[config.mk]
export PLATFORM = sky130hd
export DESIGN_NAME = seq_alu_flat
export DESIGN_NICKNAME = d
export VERILOG_FILES = /design/src/rtl/seq_alu_if.sv /design/src/rtl/seq_alu.sv /design/src/flat_wrapper.sv
export SDC_FILE = /design/constraint.sdc
export NUM_CORES = 1
export LEC_CHECK = 0
export BUFFER_PORTS_ARGS = -buffer_cell sky130_fd_sc_hd__buf_2
export CAP_MARGIN = 20
export CELL_PAD_IN_SITES_DETAIL_PLACEMENT = 0
export CELL_PAD_IN_SITES_GLOBAL_PLACEMENT = 1
export CORE_UTILIZATION = 45
export CTS_BUF_LIST = sky130_fd_sc_hd__clkbuf_16
export DETAILED_ROUTE_END_ITERATION = 7
export PLACE_DENSITY = 0.76
export RECOVER_POWER = 50
export SLEW_MARGIN = 20
export SYNTH_ARGS = -nofsm -noshare
export SYNTH_HDL_FRONTEND = slang
export SYNTH_SLANG_ARGS = --single-unit
[constraint.sdc]
create_clock -name clk -period 4.1 [get_ports clk]
set_input_delay 1.025 -clock clk [delete_from_list [all_inputs] [get_ports clk]]
set_output_delay 1.025 -clock clk [all_outputs]
set_load 0.005 [all_outputs]
[src/rtl/seq_alu_if.sv]
// Start/done handshake bundle for seq_alu: request fields from the master, result and flags back.
interface seq_alu_if #(parameter int N = 8);
   logic         start;
   logic [3:0]   op;
   logic [N-1:0] a;
   logic [N-1:0] b;
   logic         busy;
   logic         done;
   logic [N-1:0] result;
   logic [N-1:0] result_hi;
   logic         carry;
   logic         negative;
   logic         overflow;
   logic         div_zero;
   logic         zero;
   logic         illegal;

   modport master (
      output start, op, a, b,
      input  busy, done, result, result_hi, carry, negative, overflow, div_zero, zero, illegal
   );

   modport slave (
      input  start, op, a, b,
      output busy, done, result, result_hi, carry, negative, overflow, div_zero, zero, illegal
   );
endinterface

[src/rtl/seq_alu.sv]
// Multi-cycle N-bit ALU: single-cycle logic/arith/shift, iterative shift-add MUL and restoring DIV/MOD.
// Define SEQ_ALU_ASR_EN to turn opcode 11 into arithmetic shift right instead of a reserved opcode.
//
// state  | meaning
// S_IDLE | waiting for start; result and flags hold
// S_EXEC | iterating; cnt==0 marks the completing cycle
module seq_alu #(
   parameter  int N   = 8,
   localparam int SHW = $clog2(N),
   localparam int CW  = $clog2(N) + 1
) (
   input  logic     clk,
   input  logic     rst,
   seq_alu_if.slave bus
);
   localparam logic [3:0] OP_AND = 4'd0, OP_OR  = 4'd1, OP_XOR = 4'd2, OP_NOT = 4'd3;
   localparam logic [3:0] OP_ADD = 4'd4, OP_SUB = 4'd5, OP_MUL = 4'd6, OP_DIV = 4'd7;
   localparam logic [3:0] OP_MOD = 4'd8, OP_SHL = 4'd9, OP_SHR = 4'd10, OP_ASR = 4'd11;

   typedef enum logic {S_IDLE, S_EXEC} state_t;

   state_t         state, state_nxt;
   logic [3:0]     op_r;
   logic [N-1:0]   a_r, b_r;
   logic [N-1:0]   p_hi, p_lo;
   logic [CW-1:0]  cnt;
   logic           accept, last, iterative;
   logic [N:0]     add_sum, div_sh, div_diff, sum_ab, diff_ab;
   logic [N-1:0]   step_hi, step_lo, r_lo, r_hi;
   logic           f_carry, f_neg, f_ovf, f_dz, f_ill;

   always_ff @(posedge clk or posedge rst) begin
      if (rst) state <= S_IDLE;
      else     state <= state_nxt;
   end

   always_comb begin
      state_nxt = state;
      case (state)
         S_IDLE:  if (bus.start) state_nxt = S_EXEC;
         S_EXEC:  if (last)      state_nxt = S_IDLE;
         default: state_nxt = S_IDLE;
      endcase
   end

   always_comb begin
      bus.busy  = (state == S_EXEC);
      accept    = (state == S_IDLE) && bus.start;
      last      = (state == S_EXEC) && (cnt == '0);
      iterative = (bus.op == OP_MUL) ||
                  (((bus.op == OP_DIV) || (bus.op == OP_MOD)) && (bus.b != '0));
   end

   // One iteration step. MUL: {p_hi,p_lo} is the shifting product with the multiplier in p_lo.
   // DIV/MOD: p_hi is the partial remainder, p_lo shifts the dividend out and the quotient in.
   always_comb begin
      add_sum  = {1'b0, p_hi} + {1'b0, (p_lo[0] ? a_r : {N{1'b0}})};
      div_sh   = {p_hi, p_lo[N-1]};
      div_diff = div_sh - {1'b0, b_r};
      if (op_r == OP_MUL) begin
         step_hi = add_sum[N:1];
         step_lo = {add_sum[0], p_lo[N-1:1]};
      end else begin
         step_hi = div_diff[N] ? div_sh[N-1:0] : div_diff[N-1:0];
         step_lo = {p_lo[N-2:0], ~div_diff[N]};
      end
   end

   always_comb begin
      sum_ab  = {1'b0, a_r} + {1'b0, b_r};
      diff_ab = {1'b0, a_r} - {1'b0, b_r};
      r_lo    = '0;
      r_hi    = '0;
      f_carry = 1'b0;
      f_neg   = 1'b0;
      f_ovf   = 1'b0;
      f_dz    = 1'b0;
      f_ill   = 1'b0;
      case (op_r)
         OP_AND: r_lo = a_r & b_r;
         OP_OR:  r_lo = a_r | b_r;
         OP_XOR: r_lo = a_r ^ b_r;
         OP_NOT: r_lo = ~a_r;
         OP_ADD: begin r_lo = sum_ab[N-1:0];  f_carry = sum_ab[N];  end
         OP_SUB: begin r_lo = diff_ab[N-1:0]; f_neg   = diff_ab[N]; end
         OP_MUL: begin r_lo = step_lo; r_hi = step_hi; f_ovf = |step_hi; end
         OP_DIV: if (b_r == '0) f_dz = 1'b1; else r_lo = step_lo;
         OP_MOD: if (b_r == '0) f_dz = 1'b1; else r_lo = step_hi;
         OP_SHL: r_lo = a_r << b_r[SHW-1:0];
         OP_SHR: r_lo = a_r >> b_r[SHW-1:0];
`ifdef SEQ_ALU_ASR_EN
         OP_ASR: r_lo = N'($signed(a_r) >>> b_r[SHW-1:0]);
`endif
         default: f_ill = 1'b1;
      endcase
   end

   always_ff @(posedge clk or posedge rst) begin
      if (rst) begin
         op_r          <= '0;
         a_r           <= '0;
         b_r           <= '0;
         p_hi          <= '0;
         p_lo          <= '0;
         cnt           <= '0;
         bus.done      <= 1'b0;
         bus.result    <= '0;
         bus.result_hi <= '0;
         bus.carry     <= 1'b0;
         bus.negative  <= 1'b0;
         bus.overflow  <= 1'b0;
         bus.div_zero  <= 1'b0;
         bus.zero      <= 1'b0;
         bus.illegal   <= 1'b0;
      end else begin
         bus.done <= 1'b0;
         if (accept) begin
            op_r <= bus.op;
            a_r  <= bus.a;
            b_r  <= bus.b;
            p_hi <= '0;
            p_lo <= (bus.op == OP_MUL) ? bus.b : bus.a;
            cnt  <= iterative ? CW'(N - 1) : '0;
         end else if (state == S_EXEC) begin
            p_hi <= step_hi;
            p_lo <= step_lo;
            if (cnt == '0) begin
               bus.done      <= 1'b1;
               bus.result    <= r_lo;
               bus.result_hi <= r_hi;
               bus.carry     <= f_carry;
               bus.negative  <= f_neg;
               bus.overflow  <= f_ovf;
               bus.div_zero  <= f_dz;
               bus.zero      <= (r_lo == '0);
               bus.illegal   <= f_ill;
            end else begin
               cnt <= cnt - 1'b1;
            end
         end
      end
   end
endmodule

[src/flat_wrapper.sv]
// flat-port wrapper written by rule: the top's interface ports become plain ports
module seq_alu_flat 
#(
   parameter  int N   = 8,
   localparam int SHW = $clog2(N),
   localparam int CW  = $clog2(N) + 1
)
  (clk, rst, bus_start, bus_op, bus_a, bus_b, bus_busy, bus_done, bus_result, bus_result_hi, bus_carry, bus_negative, bus_overflow, bus_div_zero, bus_zero, bus_illegal);
  seq_alu_if #(.N(N)) bus_i ();
  input  logic clk;
  input  logic rst;
  input wire logic [$bits(bus_i.start)-1:0] bus_start;
  input wire logic [$bits(bus_i.op)-1:0] bus_op;
  input wire logic [$bits(bus_i.a)-1:0] bus_a;
  input wire logic [$bits(bus_i.b)-1:0] bus_b;
  output wire logic [$bits(bus_i.busy)-1:0] bus_busy;
  output wire logic [$bits(bus_i.done)-1:0] bus_done;
  output wire logic [$bits(bus_i.result)-1:0] bus_result;
  output wire logic [$bits(bus_i.result_hi)-1:0] bus_result_hi;
  output wire logic [$bits(bus_i.carry)-1:0] bus_carry;
  output wire logic [$bits(bus_i.negative)-1:0] bus_negative;
  output wire logic [$bits(bus_i.overflow)-1:0] bus_overflow;
  output wire logic [$bits(bus_i.div_zero)-1:0] bus_div_zero;
  output wire logic [$bits(bus_i.zero)-1:0] bus_zero;
  output wire logic [$bits(bus_i.illegal)-1:0] bus_illegal;
  assign bus_i.start = bus_start;
  assign bus_i.op = bus_op;
  assign bus_i.a = bus_a;
  assign bus_i.b = bus_b;
  assign bus_busy = bus_i.busy;
  assign bus_done = bus_i.done;
  assign bus_result = bus_i.result;
  assign bus_result_hi = bus_i.result_hi;
  assign bus_carry = bus_i.carry;
  assign bus_negative = bus_i.negative;
  assign bus_overflow = bus_i.overflow;
  assign bus_div_zero = bus_i.div_zero;
  assign bus_zero = bus_i.zero;
  assign bus_illegal = bus_i.illegal;
  seq_alu #(.N(N)) u_core (.clk(clk), .rst(rst), .bus(bus_i));
endmodule
Yosys cells after proc, flatten, opt, wreduce, memory -nomap -nowiden
Index checks and enable logic that the tools add are counted.

Register bits after elaboration: 64. Output and inout port bits: 24. Word-level logic and storage cells: 89. Input bits: 23.

Shifts and indexed selects: 2. Bitwise logic cells: 7. Add/sub/neg operators: 5. Eq/ne operators: 14. Reductions and logical operators: 16. Mux-type cells: 29.

Operator list (number): $mux W8 (12); $pmux W8 S11 (1); $eq A4 B3 Y1 const B (6); $add A8 B8 Y9 (2); $eq A4 B4 Y1 const B (4); $logic_not A8 Y1 (2); $mux W4 (3); $mux W1 (11); $reduce_or A11 Y1 (1); $sub A8 B8 Y9 (1); $sub A9 B8 Y9 (1); $and A8 B8 Y8 (1); $eq A4 B2 Y1 const B (2); $logic_not A4 Y1 (2); $not A8 Y8 (1); $or A8 B8 Y8 (1); $reduce_bool A8 Y1 (1); $reduce_or A8 Y1 (1); $shl A8 B3 Y8 (1); $shr A8 B3 Y8 (1); $xor A8 B8 Y8 (1); $eq A4 B1 Y1 const B (1); $sub A4 B1 Y4 const B (1); $logic_and A1 B1 Y1 (3); other kinds (9) (12).

Longest topological paths before layout
Gate-level depths: netlist (run 1).

Depth after elaboration: 6. Gate-level depth with buffers: 13. Mapped depth without buffers: 12.

Least setup slack after synthesis (run 1)
OpenSTA, ideal clock, no wires.

Kind: register -> register. Start: register u_core.b_r[1]. End: register u_core.bus.overflow. Stages on the path, launching flop included: 13. Data required time: 3.965 ns. Library setup time: 0.135 ns. Setup slack: 0.915 ns. Arrival: 3.051 ns. Cell sequence: dfrtp_1 -> buf_2 -> clkinv_1 -> fa_1 -> a21o_2 -> nand4_1 -> nand2_1 -> a211o_4 -> buf_6 -> mux2_4 -> o21ai_0 -> nor4b_1 -> a31oi_1.

Cells in the longest elaborated chain, start to end: 5.

Ends and longest elaborated chain: from (decl) (RTL line seq_alu.sv:24) `logic [N-1:0] a_r, b_r;`; from (signal assigned) (RTL line seq_alu.sv:120) `b_r <= bus.b;`; $sub A9 B8 Y9 (RTL line seq_alu.sv:59) `div_diff = div_sh - {1'b0, b_r};`; $mux W8 (RTL line seq_alu.sv:64) `step_hi = div_diff[N] ? div_sh[N-1:0] : div_diff[N-1:0];`; $mux W8 (RTL line seq_alu.sv:60) `if (op_r == OP_MUL) begin`; $reduce_or A8 Y1 (RTL line seq_alu.sv:86) `OP_MUL: begin r_lo = step_lo; r_hi = step_hi; f_ovf = |step_hi; end`; $mux W1 (RTL line seq_alu.sv:79) `case (op_r)`; to (signal assigned) (RTL line seq_alu.sv:133) `bus.overflow <= f_ovf;`; to (decl) (RTL line seq_alu_if.sv:25) `output busy, done, result, result_hi, carry, negative, overflow, div_zero, zero, illegal`.

No other way between the ends. A chain may end at the register's enable or synchronous reset.

Final worst setup path (run 1)
Start: register u_core.a_r[0]. End: register u_core.bus.zero.

Cells in the longest elaborated chain, start to end: 6. Elaborated cells on any way between the ends: 16. Those cells by class: 3 x add/sub; 2 x shift; 6 x mux; 4 x bitwise; 1 x reduce/logical.

Ends and longest elaborated chain: from (decl) (RTL line seq_alu.sv:24); from (signal assigned) (RTL line seq_alu.sv:119) `a_r <= bus.a;`; $mux W8 (RTL line seq_alu.sv:57) `add_sum = {1'b0, p_hi} + {1'b0, (p_lo[0] ? a_r : {N{1'b0}})};`; $add A8 B8 Y9 (RTL line seq_alu.sv:57); $mux W8 (RTL line seq_alu.sv:60); $mux W8 (on tied branches) (RTL line seq_alu.sv:88, seq_alu.sv:87); $pmux W8 S11 * (RTL line seq_alu.sv:79); $logic_not A8 Y1 * (RTL line seq_alu.sv:135) `bus.zero <= (r_lo == '0);`; to (signal assigned) (RTL line seq_alu.sv:135); to (decl) (RTL line seq_alu_if.sv:25).

Every way passes the cells marked *; elsewhere a longest branch is shown, timed or not.

==> results.md, run 1 <==
* HP Class: reg2reg
* Antenna Violating Nets Remaining at 0
* P_leak at 2.768 nW
* Crit path cell chain: and2_1, ha_1, fa_1, a21oi_1, o21ai_0, o21a_1, or3_1, nand2_1, mux2i_1, a221o_1, o41ai_2
* CTS tree: yes
* CP top delay family: compound AO/OA/AOI/OAI gates
* Grt total ovfl at 0
* Die Width at 112.6 um
* Number of max-cap violations at 0
* Stages on the worst setup path at 11
* Final period util at 78.60%
* Met2 Use GR at 42.80%
* Status: complete, no violations
* First-pass GRT wire length at 28.36 mm
* Critical-path maximum fanout at 8
* CP Buf/Inv Count at 0
* Max stage delay on crit path at 0.45 ns
* Total negative slack at 0 ns
* Die height at 112.6 um
* Drt first pass iters at 5
* Slowest library cell on the worst path: dfrtp_1
* Clock-pin slew on the worst setup and hold paths at 0.06 ns
* I/O pin cnt at 47
* Number of global-route vias before repair at 4833
* Initial DRC Count at 442
* Final Max Slew Viols at 0
* Largest net degree at the start of global routing at 34
* Die area at 12680 um2
* Seq/Total Area, Yosys at 29.10%
* Synth Net Count at 715
* Yosys Warn Count at 0
* Synth Register Bits at 64
* Cells after synthesis at 645
* Initial antenna violation count at 0
* Critical path data arrival time at 3.47 ns
* HPWL Detailed at 13.84 mm
* Gates resized, CTS repair at 0
* Critical path capture point type: flip-flop
* GRT busiest layer: met1
* Max IR drop VDD at 0.4107 mV
* CP required at 4.35 ns
* Sink Count at 64
* Fin nets at 750
* Setup CP Type: reg2reg
* Max Freq at 0.3103 GHz
* R2R Setup Slk at 0.88 ns
* Area grow syn2layout at 11.32%
* Final Util at 51.22%
* Final Wtd Congestion at 0.9587
* Inserted Diodes at 0
* Rows at 40
* Post-CTS Hold Buffers at 0
* Grt met3 use at 7.289%
* Post-synthesis cell type count at 70
* Reg2reg start: u_core.a_r[0]$_DFFE_PP0P_
* Synth Cell Area at 5504 um2
* Clk Latency, worst-skew pair at 0.35 ns
* Layout cells sized above 1 at 15.18%
* Post-Syn Area per Cell at 8.533 um2
* DRC viols at 0
* Post-Route WL at 18.19 mm
* WL/cell at 21.86 um
* Starting Density at 46.01%
* Clock skew at 0.007544 ns
* Worst-Margin Slew at 1.240 ns
* Crit path to: u_core.bus.zero$_DFFE_PP0P_
* RSZ-0062 raised after global routing: false
* Port buffer count at 46
* Worst r2r dst: u_core.bus.zero$_DFFE_PP0P_
* Max_slew headroom at 17.22%
* Num CTS Buffers at 9
* H-tree levels at 3
* All-layer global routing usage at 30.16%
* DR vias/cell at 6.175
* Minimum clock period at 3.223 ns
* Pwr Density at 1043 nW/um2
* CTS root buffer: clkbuf_16
* Main flop type after synthesis: dfrtp_1
* CP startpoint kind: flip-flop
* Vias at 5138
* Ys async rst share at 100.0%
* Endpoints failing setup at 0
* Final hold violations at 0
* EDFF count, synth at 0
* Met1 usage at 43.05%
* Worst R2R Path Depth at 11
* Core Area at 11960 um2
* CTS Buffer Depth at 2
* Setup crit start: u_core.a_r[0]$_DFFE_PP0P_
* Post-CTS Repair Setup Buffers at 0
[registers in the layout, indices dropped and copies added (netlist names), 4 cells and up]
signal	flops
u_core.cnt	4
u_core.a_r	8
u_core.p_lo	8
u_core.p_hi	8
u_core.op_r	4
u_core.b_r	8
u_core.bus.result_hi	8
u_core.bus.result	8
[worst register-to-register path: stages (launching register included)]
cell	delay (ns)
dfrtp_1	0.45
and2_1	0.21
ha_1	0.23
fa_1	0.44
a21oi_1	0.19
o21ai_0	0.13
o21a_1	0.18
or3_1	0.30
nand2_1	0.10
mux2i_1	0.15
a221o_1	0.40
o41ai_2	0.33
[placed cells by master (no fill, tap or decap), types with 14 or more instances in the layout]
cell | synthesis | final
nand2_1 | 82 | 82
o21ai_0 | 67 | 67
dfrtp_1 | 64 | 64
nor2_1 | 48 | 48
ha_1 | 43 | 43
buf_2 | 9 | 43
a21oi_1 | 40 | 40
inv_1 | 35 | 35
mux2i_1 | 28 | 28
and2_1 | 14 | 14
[worst min path at each step]
| stage | from | end | cells past startpoint |
|---|---|---|---|
| after floorplan | u_core.bus.negative$_DFFE_PP0P_ | u_core.bus.negative$_DFFE_PP0P_ | 2 |
| after global placement | u_core.bus.negative$_DFFE_PP0P_ | u_core.bus.negative$_DFFE_PP0P_ | 2 |
| after detailed placement | u_core.bus.carry$_DFFE_PP0P_ | u_core.bus.carry$_DFFE_PP0P_ | 1 |
| after CTS | u_core.bus.carry$_DFFE_PP0P_ | u_core.bus.carry$_DFFE_PP0P_ | 1 |
| after global routing | u_core.bus.result[4]$_DFFE_PP0P_ | u_core.bus.result[4]$_DFFE_PP0P_ | 2 |
| final | u_core.bus.result_hi[1]$_DFFE_PP0P_ | u_core.bus.result_hi[1]$_DFFE_PP0P_ | 2 |
[cells in the mapped netlist (7+ instances only)]
library cell	n	area, um2
nand2_1	82	307.8
dfrtp_1	64	1602
o31ai_1	7	52.55
xnor2_1	10	87.58
nor2b_1	9	56.30
a211oi_1	8	60.06
a31oi_1	11	68.82
clkbuf_1	20	75.07
and2_1	14	87.58
mux4_2	10	225.2
nor4_1	8	50.05
nor3_1	7	35.03
a21o_1	7	52.55
nand2b_1	8	50.05
mux2i_1	28	280.3
buf_2	9	45.04
nor2_1	48	180.2
mux2_2	8	90.09
inv_1	35	131.4
a21oi_1	40	200.2
ha_1	43	538.0
o21ai_0	67	335.3
[cells by family (layout without fill, tap and decap cells)]
| group | after synthesis | after routing | synth area share (%) |
|---|---|---|---|
| xor+xnor | 12 | 12 | 1.910 |
| compound gates | 201 | 201 | 23.55 |
| fa+ha+maj | 47 | 47 | 11.23 |
| flops | 64 | 64 | 29.10 |
| buf+inv | 71 | 111 | 5.319 |
| mux | 48 | 48 | 11.37 |
| simple gates | 202 | 202 | 17.53 |
[stage by stage]
| stage | setup WS, ns | std cells | power [mW] | hold slack (ns) | area, um2 |
|---|---|---|---|---|---|
| finish | 0.8774 | 832 | 6.390 | 0.4730 | 6127 |
| global route | 0.7354 | 832 | 6.866 | 0.5064 | 6127 |
| CTS | 0.9138 | 832 | 6.318 | 0.4779 | 6133 |
| detailed placement | 0.9294 | 816 | 5.570 | 0.4646 | 5861 |
| global placement | 1.005 | 816 | 5.522 | 0.4539 | 5861 |
| floorplan | 0.9148 | 645 | 4.343 | 0.4673 | 5504 |
[layout make-up]
cell class / count / area [um2]
repair buffers: 59 / 321.6
fillers: 1165 / 5834
inverters: 36 / 135.1
well taps: 147 / 183.9
clock inverters: 7 / 47.55
clock buffers: 9 / 225.2
multi-input cells: 510 / 3612
flip-flops and latches: 64 / 1602
[layer usage]
metal | share of wire (%) | up-vias
met5 | 0 | -
met4 | 3.5 | 0
met3 | 7.6 | 38
met2 | 43 | 222
met1 | 46 | 2469
li1 | - | 2409
[power breakdown]
part | internal, mW | switching (mW) | leakage [nW]
sequential | 0.927 | 0.421 | 0.800
clock | 0.408 | 0.315 | 0.132
combinational | 1.77 | 2.54 | 1.84
total | 3.11 | 3.28 | 2.77
Power figures use the tool's default switching activity.
==> inputs of run 2 (changes only) <==
- CORE_UTILIZATION: 45 -> 42
- PLACE_DENSITY: 0.76 -> 0.75
- clock period: 4.1 -> 2.6 ns (I/O delays scaled with it)
==> results.md, run 2 (synthesis gave the netlist of run 1 again) <==
* Final Max Slew Viols at 0 (unchanged)
* H-tree levels at 3 (unchanged)
* Num CTS Buffers at 9 (unchanged)
* R2R Setup Slk at -0.35 ns (-1.23 ns)
* Clk Latency, worst-skew pair at 0.34 ns (about the same)
* Failing checks: setup timing
* CP required at 2.84 ns (-1.51 ns)
* WL/cell at 20.42 um (-6.6%)
* Max_slew headroom at 32.21% (+15 points)
* DRC viols at 0 (unchanged)
* Grt total ovfl at 0 (unchanged)
* WHS at 0.4712 ns (-0.001830 ns)
* Critical path data arrival time at 3.19 ns (-0.28 ns)
* Number of max-cap violations at 0 (unchanged)
* Starting Density at 43.26% (-2.8 points)
* Sink Count at 64 (unchanged)
* Post-placement cell area at 6847 um2 (+17%)
* Inserted Diodes at 0 (unchanged)
* Commonest non-fill, non-tap cell in the layout: buf_4
* Max stage delay on crit path at 0.42 ns (-0.03 ns)
* Minimum clock period at 2.951 ns (-0.2715 ns)
* Fin nets at 879 (+17%)
* Final hold violations at 0 (unchanged)
* RSZ-0062 raised after global routing: true
* Most frequent cells in the layout: buf_4, nand2_1, dfrtp_1
* Die height at 116.5 um (+3.4%)
* Clock skew at 0.006461 ns (-0.001083 ns)
* CTS root buffer: clkbuf_16
* Finished Layout Cells at 986 (+19%)
* Port buffer count at 46 (unchanged)
* Die Width at 116.5 um (+3.4%)
* CTS tree: yes
* Max Freq at 0.3389 GHz (+9.2%)
* Area grow syn2layout at 34.78%
* Critical path capture point type: flip-flop
* Slowest library cell on the worst path: a211o_4
* Initial antenna violation count at 0 (unchanged)
* Setup CP Type: reg2reg
* Post-Route WL at 20.13 mm (+11%)
* First-pass GRT wire length at 31.09 mm (+9.6%)
* Final worst slack at -0.3511 ns (-1.228 ns)
* All-layer global routing usage at 31.29% (+1.1 points)
* Status: complete, but fails checks
* I/O pin cnt at 47 (unchanged)
* Filler cell count at 1167 (+0.17%)
* DR vias/cell at 5.803 (-6.0%)
* Worst-Margin Slew at 1.017 ns (-0.2235 ns)
* Endpoints failing setup at 15 (+15)
* Design area at 7418 um2 (+21%)
* Crit path cell chain: inv_2, ha_4, inv_2, fa_2, a21o_2, nand4_1, nand2_1, a211o_4, buf_4, mux2i_4, o221a_4, nand4_1, o41ai_2
* Critical-path maximum fanout at 8 (unchanged)
* Core Area at 12720 um2 (+6.4%)
* CTS Buffer Depth at 2 (unchanged)
* Vias at 5722 (+11%)
* Final period util at 113.5% (+35 points)
* HP Class: reg2reg
* HPWL Detailed at 16.07 mm (+16%)
* Final Wtd Congestion at 0.9574 (-0.14%)
* Antenna Violating Nets Remaining at 0 (unchanged)
* Clock-pin slew on the worst setup and hold paths at 0.05 ns (about the same)
* CP startpoint kind: flip-flop
* Placed Cells at 959 (+18%)
* Layout cells sized above 1 at 34.03% (+19 points)
* Initial DRC Count at 412 (-6.8%)
* Drt first pass iters at 5 (unchanged)
* Rows at 41 (+2.5%)
* Die area at 13570 um2 (+7.0%)
* Largest net degree at the start of global routing at 41 (+21%)
* Final Util at 58.31% (+7.1 points)
* Number of global-route vias before repair at 5558 (+15%)
==> run 2: repair_timing <==
action,4_1_cts,5_1_grt
endpoints found under the hold margin,0,0
hold buffers,0,0
endpoints found under the setup margin,18,22
gates cloned,0,0
pin swaps,13,23
resized for setup,20,41
buffers inserted,6,8
==> run 2: final timing paths <==
check | from | to | depth (start not counted)
min in group asynchronous | rst | u_core.bus.done$_DFF_PP0_ | 2
min reg2reg | u_core.bus.negative$_DFFE_PP0P_ | u_core.bus.negative$_DFFE_PP0P_ | 2
max | u_core.p_lo[7]$_DFFE_PP0P_ | u_core.bus.zero$_DFFE_PP0P_ | 13
max reg2reg | u_core.p_lo[7]$_DFFE_PP0P_ | u_core.bus.zero$_DFFE_PP0P_ | 13
min | u_core.bus.negative$_DFFE_PP0P_ | u_core.bus.negative$_DFFE_PP0P_ | 2
max in group asynchronous | rst | u_core.b_r[1]$_DFFE_PP0P_ | 3
==> run 2: final cells by class <==
cell class                 count  area [um2]  share of cell area (%)
multi-input combinational    510        3846                   51.85
sequential                    64        1603                   21.61
timing repair buffer         188        1318                   17.76
clock buffer                   9       225.2                   3.036
tap                          172       215.2                   2.901
inverter                      36       147.6                   1.990
clock inverter                 7       63.81                  0.8602
==> run 2: per-layer routing <==
metal	vias to the layer above	part of all wire, %	track usage, %
li1	2670	-	-
met5	-	0	0
met2	254	44	46.15
met4	0	2.8	11.62
met3	38	8.3	6.954
met1	2760	45	44.59
==> run 2: through the flow <==
step / TNS (ns) / setup slack (ns)
floorplan: -0.4367 / -0.1776
global placement: -1.222 / -0.2297
detailed placement: -3.059 / -0.3690
CTS: -1.921 / -0.2917
global route: -3.535 / -0.4077
finish: -2.241 / -0.3511
==> run 2: worst max-delay path: cells and delay by family, from the launching register on <==
family | cells | cell delay [ns]
buffers and inverters | 3 | 0.28
multiplexers | 1 | 0.22
AO/OA/AOI/OAI | 4 | 1.14
adder cells (fa/ha/maj) | 2 | 0.49
flip-flops | 1 | 0.38
AND/OR/NAND/NOR | 3 | 0.33
Power of run 2 is left out: the tool's default activity adds up to more than one toggle a clock period on the data nets, which glitch-free logic cannot reach.
